File: config.mk
export PLATFORM = sky130hd
export DESIGN_NAME = load_store_unit_flat
export DESIGN_NICKNAME = d
export VERILOG_FILES = /design/src/rtl/load_store_unit_if.sv /design/src/rtl/load_store_unit.sv /design/src/flat_wrapper.sv
export SDC_FILE = /design/constraint.sdc
export NUM_CORES = 1
export LEC_CHECK = 0
export CORE_UTILIZATION = 45
export DETAILED_ROUTE_END_ITERATION = 6
export PLACE_DENSITY = 0.95
export SLEW_MARGIN = 20
export SYNTH_ARGS = -nofsm -noshare
export SYNTH_HDL_FRONTEND = slang
export SYNTH_SLANG_ARGS = --single-unit
File: constraint.sdc
create_clock -name clk -period 7 [get_ports clk]
set_clock_uncertainty 0.2 [all_clocks]
set_input_delay 1.75 -clock clk [delete_from_list [all_inputs] [get_ports clk]]
set_output_delay 1.75 -clock clk [all_outputs]
set_load 0.005 [all_outputs]
File: src/rtl/load_store_unit_if.sv
// Bundle of the CPU request/response handshakes and the data memory port.
// master = CPU + memory side, slave = load_store_unit.
interface load_store_unit_if #(
    parameter int M = 10
);
    logic             req_valid;
    logic             req_ready;
    logic             req_we;
    logic [1:0]       req_size;
    logic             req_unsigned;
    logic [M+1:0]     req_addr;
    logic [31:0]      req_wdata;
    logic             resp_valid;
    logic             resp_ready;
    logic [31:0]      resp_rdata;
    logic             resp_err;
    logic [M+1:0]     mem_address;
    logic [31:0]      mem_mask;
    logic [31:0]      mem_w;
    logic [31:0]      mem_v;

    modport master (
        output req_valid, req_we, req_size, req_unsigned,
        output req_addr, req_wdata, resp_ready, mem_v,
        input  req_ready, resp_valid, resp_rdata, resp_err,
        input  mem_address, mem_mask, mem_w
    );

    modport slave (
        input  req_valid, req_we, req_size, req_unsigned,
        input  req_addr, req_wdata, resp_ready, mem_v,
        output req_ready, resp_valid, resp_rdata, resp_err,
        output mem_address, mem_mask, mem_w
    );
endinterface

File: src/rtl/load_store_unit.sv
// Load/store unit: byte/half/word access to a big-endian byte memory
// with a 1-cycle registered read and a per-bit write mask.
module load_store_unit #(
    parameter int M = 10
) (
    input logic               clk,
    input logic               rst,
    load_store_unit_if.slave  bus
);
    localparam logic [1:0] IDLE   = 2'd0;
    localparam logic [1:0] ACCESS = 2'd1;
    localparam logic [1:0] DATA   = 2'd2;
    localparam logic [1:0] RESP   = 2'd3;

    logic [1:0]   state_q, state_d;
    logic         we_q, we_d;
    logic [1:0]   size_q, size_d;
    logic         uns_q, uns_d;
    logic [M+1:0] addr_q, addr_d;
    logic [31:0]  rdata_q, rdata_d;
    logic         err_q, err_d;
    logic [31:0]  mask_q, mask_d;
    logic [31:0]  w_q, w_d;
    logic         misaligned;

    // Byte lanes a store touches; the target byte sits in [31:24].
    function automatic logic [31:0] lane_mask(input logic [1:0] sz);
        logic [31:0] m;
        unique case (sz)
            2'd0:    m = 32'hFF00_0000;
            2'd1:    m = 32'hFFFF_0000;
            default: m = 32'hFFFF_FFFF;
        endcase
        return m;
    endfunction

    // Left-justify right-justified store data into the lanes.
    function automatic logic [31:0] lane_data(input logic [1:0] sz,
                                              input logic [31:0] d);
        logic [31:0] r;
        unique case (sz)
            2'd0:    r = {d[7:0], 24'h0};
            2'd1:    r = {d[15:0], 16'h0};
            default: r = d;
        endcase
        return r;
    endfunction

    // Right-justify and extend the leading bytes of a memory read.
    function automatic logic [31:0] extend(input logic [31:0] v,
                                           input logic [1:0] sz,
                                           input logic u);
        logic        s;
        logic [31:0] r;
        s = ~u & v[31];
        unique case (sz)
            2'd0:    r = {{24{s}}, v[31:24]};
            2'd1:    r = {{16{s}}, v[31:16]};
            default: r = v;
        endcase
        return r;
    endfunction

    // Alignment/size check on the incoming request.
    always_comb begin
        misaligned = 1'b0;
        unique case (bus.req_size)
            2'd0:    misaligned = 1'b0;
            2'd1:    misaligned = bus.req_addr[0];
            2'd2:    misaligned = |bus.req_addr[1:0];
            default: misaligned = 1'b1;
        endcase
    end

    // Next-state and datapath: mask is only ever set for one cycle.
    always_comb begin
        state_d = state_q;
        we_d    = we_q;
        size_d  = size_q;
        uns_d   = uns_q;
        addr_d  = addr_q;
        rdata_d = rdata_q;
        err_d   = err_q;
        mask_d  = 32'h0;
        w_d     = w_q;
        unique case (state_q)
            IDLE: begin
                if (bus.req_valid) begin
                    we_d    = bus.req_we;
                    size_d  = bus.req_size;
                    uns_d   = bus.req_unsigned;
                    addr_d  = bus.req_addr;
                    rdata_d = 32'h0;
                    err_d   = misaligned;
                    if (misaligned) begin
                        state_d = RESP;
                    end else begin
                        state_d = ACCESS;
                        if (bus.req_we) begin
                            mask_d = lane_mask(bus.req_size);
                            w_d    = lane_data(bus.req_size,
                                               bus.req_wdata);
                        end
                    end
                end
            end
            ACCESS: begin
                state_d = we_q ? RESP : DATA;
            end
            DATA: begin
                rdata_d = extend(bus.mem_v, size_q, uns_q);
                state_d = RESP;
            end
            default: begin
                if (bus.resp_ready) begin
                    state_d = IDLE;
                end
            end
        endcase
    end

    // State and output registers; reset clears the mask immediately.
    always_ff @(posedge clk or posedge rst) begin
        if (rst) begin
            state_q <= IDLE;
            we_q    <= 1'b0;
            size_q  <= 2'd0;
            uns_q   <= 1'b0;
            addr_q  <= '0;
            rdata_q <= 32'h0;
            err_q   <= 1'b0;
            mask_q  <= 32'h0;
            w_q     <= 32'h0;
        end else begin
            state_q <= state_d;
            we_q    <= we_d;
            size_q  <= size_d;
            uns_q   <= uns_d;
            addr_q  <= addr_d;
            rdata_q <= rdata_d;
            err_q   <= err_d;
            mask_q  <= mask_d;
            w_q     <= w_d;
        end
    end

    assign bus.req_ready   = (state_q == IDLE);
    assign bus.resp_valid  = (state_q == RESP);
    assign bus.resp_rdata  = rdata_q;
    assign bus.resp_err    = err_q;
    assign bus.mem_address = addr_q;
    assign bus.mem_mask    = mask_q;
    assign bus.mem_w       = w_q;
endmodule

File: src/flat_wrapper.sv
// flat-port wrapper written by rule: the top's interface ports become plain ports
module load_store_unit_flat 
#(
    parameter int M = 10
)
  (clk, rst, bus_req_valid, bus_req_we, bus_req_size, bus_req_unsigned, bus_req_addr, bus_req_wdata, bus_resp_ready, bus_mem_v, bus_req_ready, bus_resp_valid, bus_resp_rdata, bus_resp_err, bus_mem_address, bus_mem_mask, bus_mem_w);
  load_store_unit_if #(.M(M)) bus_i ();
  input logic clk;
  input logic rst;
  input wire logic [$bits(bus_i.req_valid)-1:0] bus_req_valid;
  input wire logic [$bits(bus_i.req_we)-1:0] bus_req_we;
  input wire logic [$bits(bus_i.req_size)-1:0] bus_req_size;
  input wire logic [$bits(bus_i.req_unsigned)-1:0] bus_req_unsigned;
  input wire logic [$bits(bus_i.req_addr)-1:0] bus_req_addr;
  input wire logic [$bits(bus_i.req_wdata)-1:0] bus_req_wdata;
  input wire logic [$bits(bus_i.resp_ready)-1:0] bus_resp_ready;
  input wire logic [$bits(bus_i.mem_v)-1:0] bus_mem_v;
  output wire logic [$bits(bus_i.req_ready)-1:0] bus_req_ready;
  output wire logic [$bits(bus_i.resp_valid)-1:0] bus_resp_valid;
  output wire logic [$bits(bus_i.resp_rdata)-1:0] bus_resp_rdata;
  output wire logic [$bits(bus_i.resp_err)-1:0] bus_resp_err;
  output wire logic [$bits(bus_i.mem_address)-1:0] bus_mem_address;
  output wire logic [$bits(bus_i.mem_mask)-1:0] bus_mem_mask;
  output wire logic [$bits(bus_i.mem_w)-1:0] bus_mem_w;
  assign bus_i.req_valid = bus_req_valid;
  assign bus_i.req_we = bus_req_we;
  assign bus_i.req_size = bus_req_size;
  assign bus_i.req_unsigned = bus_req_unsigned;
  assign bus_i.req_addr = bus_req_addr;
  assign bus_i.req_wdata = bus_req_wdata;
  assign bus_i.resp_ready = bus_resp_ready;
  assign bus_i.mem_v = bus_mem_v;
  assign bus_req_ready = bus_i.req_ready;
  assign bus_resp_valid = bus_i.resp_valid;
  assign bus_resp_rdata = bus_i.resp_rdata;
  assign bus_resp_err = bus_i.resp_err;
  assign bus_mem_address = bus_i.mem_address;
  assign bus_mem_mask = bus_i.mem_mask;
  assign bus_mem_w = bus_i.mem_w;
  load_store_unit #(.M(M)) u_core (.clk(clk), .rst(rst), .bus(bus_i));
endmodule
Word-level counts from Yosys, hierarchy flattened
Cells that the tools add are included.
{"block": "op_classes", "eq_ne": 7, "mux": 15, "n_bitwise": 3, "n_reduce_logical": 10}
{"operator": "$pmux W32 S2", "n": 3}
{"operator": "$mux W32", "n": 5}
{"operator": "$pmux W24 S2", "n": 1}
{"operator": "$eq A2 B1 Y1 const B", "n": 3}
{"operator": "$eq A2 B2 Y1 const B", "n": 3}
{"operator": "$logic_not A2 Y1", "n": 3}
{"operator": "$mux W2", "n": 3}
{"operator": "$pmux W2 S3", "n": 1}
{"operator": "$reduce_and A2 Y1", "n": 3}
{"operator": "$reduce_and A4 Y1", "n": 1}
{"operator": "$reduce_bool A4 Y1", "n": 1}
{"operator": "$pmux W1 S3", "n": 1}
{"operator": "$ne A2 B2 Y1 const B", "n": 1}
{"operator": "$not A1 Y1", "n": 2}
{"operator": "$reduce_bool A2 Y1", "n": 1}
{"operator": "$reduce_or A2 Y1", "n": 1}
{"operator": "$and A1 B1 Y1", "n": 1}
{"operator": "$mux W1", "n": 1}
{"block": "totals", "ff_bits": 115}

Depth between registers and ports, before layout
{"block": "depth", "ltp_word": 6, "mapped_depth": 7, "ltp_nobuf": 5}

Least setup slack after synthesis
Ideal clock, no wire load.
{"block": "synth_path", "path_kind": "input -> register", "from": "input bus_req_size[0]", "to": "register u_core.w_q[31], in the netlist u_core.bus.mem_w[31]", "setup_ps": 128, "t_arrival_ps": 2914, "required_time_ps": 6672, "path_slack_ps": 3758, "stages": 4, "cell_sequence": "or3_4 -> a21oi_4 -> buf_6 -> mux2_1"}
{"block": "synth_via", "elab_chain_cells": 4, "word_cells_on_any_way": 7, "classes_between": "eq/ne: 2; mux: 2; bitwise: 1; reduce/logical: 2"}
{"element": "start, declared", "line_no": "flat_wrapper.sv:12", "text": "input wire logic [$bits(bus_i.req_size)-1:0] bus_req_size;"}
{"element": "$eq A2 B2 Y1 (tied with other cells)", "line_no": "load_store_unit.sv:67", "text": "unique case (bus.req_size)"}
{"element": "$pmux W1 S3", "line_no": "load_store_unit.sv:67"}
{"element": "$not A1 Y1 (no source line)"}
{"element": "$reduce_and A4 Y1 (no source line)"}
{"element": "end signal, assigned", "line_no": "load_store_unit.sv:143", "text": "w_q <= w_d;"}
{"element": "end, declared", "line_no": "load_store_unit.sv:23", "text": "logic [31:0] w_q, w_d;"}
Parallel ways exist; a longest one is shown, timed or not.
A chain may end at the register's enable or synchronous reset.

Final worst setup path
{"block": "layout_path", "from": "input bus_req_size[0]", "to": "register u_core.w_q[30], in the netlist u_core.bus.mem_w[30]"}
The elaborated chain is that of the path after synthesis.

==> impl_metrics.json <==
{
  "status": "finished, final reports clean",
  "hold_path.class": "reg2reg",
  "met1_usage_pct": 28.5,
  "dpl.hpwl_um": 8400,
  "power_density_mw_per_mm2": 369,
  "slew_viol_final": 0,
  "finalSetupTns_ns": 0,
  "syn-num-nets": 487,
  "ff2ff_path_depth": 6,
  "antenna_cells": 0,
  "wl_per_cell_um": 16.9,
  "peakVddDrop_mv": 0.175,
  "grt_pass1_wl_um": 18000,
  "critPathArrivalTime_ns": 4.53,
  "worst_hold_slack_ns": 0.293,
  "slew_headroom_pct": 32.8,
  "yosys_warnings": 0,
  "vias": 3517,
  "core_mm2": 0.00920,
  "power_leakage_nw": 2.66,
  "seq_area_frac_synth_pct": 50.6,
  "syn-cell-area_mm2": 0.00425,
  "async_reset_ff_share_pct": 100,
  "drt_iter0_drc": 109,
  "critPathTopFamily": "buffers and inverters",
  "fmax_ghz": 0.222,
  "setup_viol": 0,
  "path_clk_slew_ns": 0.10,
  "drt_wl_total_um": 11300,
  "cts.repair.resized": 0,
  "grt_start_max_net_pins": 87,
  "cts_max_path_buffers": 2,
  "drt-vias-per-instance": 5.23,
  "busiest_layer": "met2",
  "grt_pass1_vias": 3569,
  "post-cts-setup-buffers": 0,
  "detail-route-antenna-nets": 0,
  "critPathBufInv": 2,
  "synth_seq_cells": 86,
  "rsz0062_at_grt": "false",
  "drt-pass1-iter-count": 4,
  "clk_latency_ns": 0.35,
  "use_met3_pct": 4.64,
  "synthDistinctLibCells": 29,
  "whs_path_depth": 2,
  "finalCritPeriodShare_pct": 64.3,
  "grt_use_total_pct": 23.4,
  "yosys.area.top_type": "dfrtp_1",
  "max-cap-violations": 0,
  "port_buffers": 194,
  "stdcell_count": 672,
  "synth_edf_count": 0,
  "hold_viol": 0,
  "die_h_um": 99.2,
  "drive_gt1_share_pct": 9.98,
  "area_growth_pct": 46.7,
  "htreeDepth": 3,
  "required_ns": 7.03,
  "die_x_um": 99.2,
  "rrSetupSlack_ns": 4.21,
  "die_area_mm2": 0.00984,
  "cp_max_fo": 26,
  "cts.sinks": 86,
  "initial_core_util_pct": 46.2,
  "crit_slowest_cell": "clkdlybuf4s50_1",
  "critPathMaxStageDelay_ns": 0.78,
  "holdPathEnd": "u_core.bus.resp_rdata[21]$_DFFE_PP0P_",
  "ys_top_cells_by_area": "dfrtp_1, mux2_2, mux2i_1, nand2_1, buf_4",
  "yosysTopAreaCellShare_pct": 50.6,
  "core.rowCount": 35,
  "cts_tree": "yes",
  "io-pin-count": 195,
  "numCtsBuffers": 9,
  "cp-end-kind": "flip-flop",
  "place_inst": 656,
  "gr-total-overflow": 0,
  "max_slew.worst_pin.slew_ns": 1.00,
  "routabilityCongestion": 0.881,
  "nNetsFinal": 644,
  "nFillCells": 674,
  "regToRegEndpoint": "u_core.bus.mem_w[30]$_DFFE_PP0P_",
  "cp-start-kind": "input pin",
  "cts_root_buf": "clkbuf_8",
  "grt_antenna_before_repair": 0,
  "path_cells": "clkdlybuf4s50_1 -> or3_4 -> a21oi_4 -> buf_4 -> mux2_2",
  "met2_usage_pct": 41.0,
  "hp-start": "u_core.bus.resp_rdata[21]$_DFFE_PP0P_",
  "fin_util_pct": 67.8,
  "r2r_start": "u_core.state_q[0]$_DFFE_PP0P_",
  "drc": 0,
  "synth.avg_cell_area_um2": 10.7,
  "synthFlopType": "dfrtp_1",
  "synthCells": 399,
  "holdBufCountCts": 0,
  "criticalPathCategory": "in2reg",
  "finalCriticalPeriod_ns": 4.50
}
stage by stage:
| stage | power [mW] | cell area [µm²] | setup slack (ns) |
|---|---|---|---|
| 3_3_place_gp | 1.92 | 6040 | 2.17 |
| 6_report | 2.30 | 6240 | 2.50 |
| 4_1_cts | 2.32 | 6230 | 2.53 |
| 5_1_grt | 2.45 | 6240 | 2.37 |
| 2_1_floorplan | 1.36 | 4250 | 2.83 |
| 3_5_place_dp | 1.97 | 6040 | 2.14 |
worst min-delay path: stages (launching register included):
cell,delay [ns]
dfrtp_1,0.36
nand2_1,0.05
o21ai_0,0.06
cell usage in the layout (no fill, tap or decap), types with 2 or more instances in the layout:
cell,synthesis,layout
clkdlybuf4s50_1,0,194
dfrtp_1,86,86
nand2_1,62,62
o21ai_0,35,35
mux2i_1,33,32
mux2_2,30,30
nor2b_1,27,27
inv_1,20,19
a22o_1,17,17
clkbuf_8,0,11
o31ai_1,10,10
a211oi_1,8,8
ha_1,4,4
buf_4,30,4
and2_1,2,2
inv_6,0,2
clkinvlp_4,0,2
final cells by class:
cell class / count / area [µm²] / share of cell area, %
Clock buffer: 11 / 151 / 2.43
Clock inverter: 5 / 41.3 / 0.662
Inverter: 20 / 76.3 / 1.22
Multi-Input combinational cell: 240 / 1690 / 27.2
Sequential cell: 86 / 2150 / 34.5
Tap cell: 111 / 139 / 2.23
Timing Repair Buffer: 199 / 1980 / 31.8
synthesized netlist by cell type, types with 2 or more instances:
| library cell | instances |
|---|---|
| dfrtp_1 | 86 |
| nand2_1 | 62 |
| o21ai_0 | 35 |
| mux2i_1 | 33 |
| buf_4 | 30 |
| mux2_2 | 30 |
| nor2b_1 | 27 |
| inv_1 | 20 |
| a22o_1 | 17 |
| clkbuf_1 | 15 |
| o31ai_1 | 10 |
| a211oi_1 | 8 |
| buf_2 | 5 |
| ha_1 | 4 |
| and2_1 | 2 |
| buf_6 | 2 |
logic make-up after synthesis:
kind of cell | Yosys count | share of synthesized area (%)
AND/OR/NAND/NOR | 97 | 10.7
adder cells (fa/ha/maj) | 4 | 1.18
buffers and inverters | 73 | 9.60
AO/OA/AOI/OAI | 75 | 11.9
multiplexers | 64 | 16.0
flip-flops | 86 | 50.6
per-layer routing:
layer  routed length, µm  part of all wire (%)
met1                4520                    40
met2                5730                    51
met4                 243                   2.1
met3                 847                   7.5
met5                   0                     0
state kept, by name (all words and copies together) (netlist names):
signal	cells
u_core.bus.mem_w	32
u_core.bus.resp_rdata	32
u_core.bus.mem_address	12
u_core.bus.mem_mask	3
u_core.size_q	2
u_core.state_q	2
u_core.bus.resp_err	1
u_core.uns_q	1
u_core.we_q	1
where the power goes:
part / switching, mW / leakage, nW / internal, mW
clock network: 0.184 / 0.0926 / 0.152
logic: 0.433 / 1.49 / 0.660
registers: 0.154 / 1.08 / 0.721
worst max path at each step:
stage	from	end	slack, ns	cells past startpoint
2_1_floorplan	rst	u_core.bus.mem_address[0]$_DFFE_PP0P_	2.83	1
3_3_place_gp	bus_req_size[0]	u_core.bus.mem_w[28]$_DFFE_PP0P_	2.17	5
3_5_place_dp	bus_req_size[0]	u_core.bus.mem_w[30]$_DFFE_PP0P_	2.14	5
4_1_cts	bus_req_size[0]	u_core.bus.mem_w[30]$_DFFE_PP0P_	2.53	5
5_1_grt	bus_req_size[0]	u_core.bus.mem_w[27]$_DFFE_PP0P_	2.37	5
6_report	bus_req_size[0]	u_core.bus.mem_w[30]$_DFFE_PP0P_	2.50	5
Power figures use the tool's default switching activity.
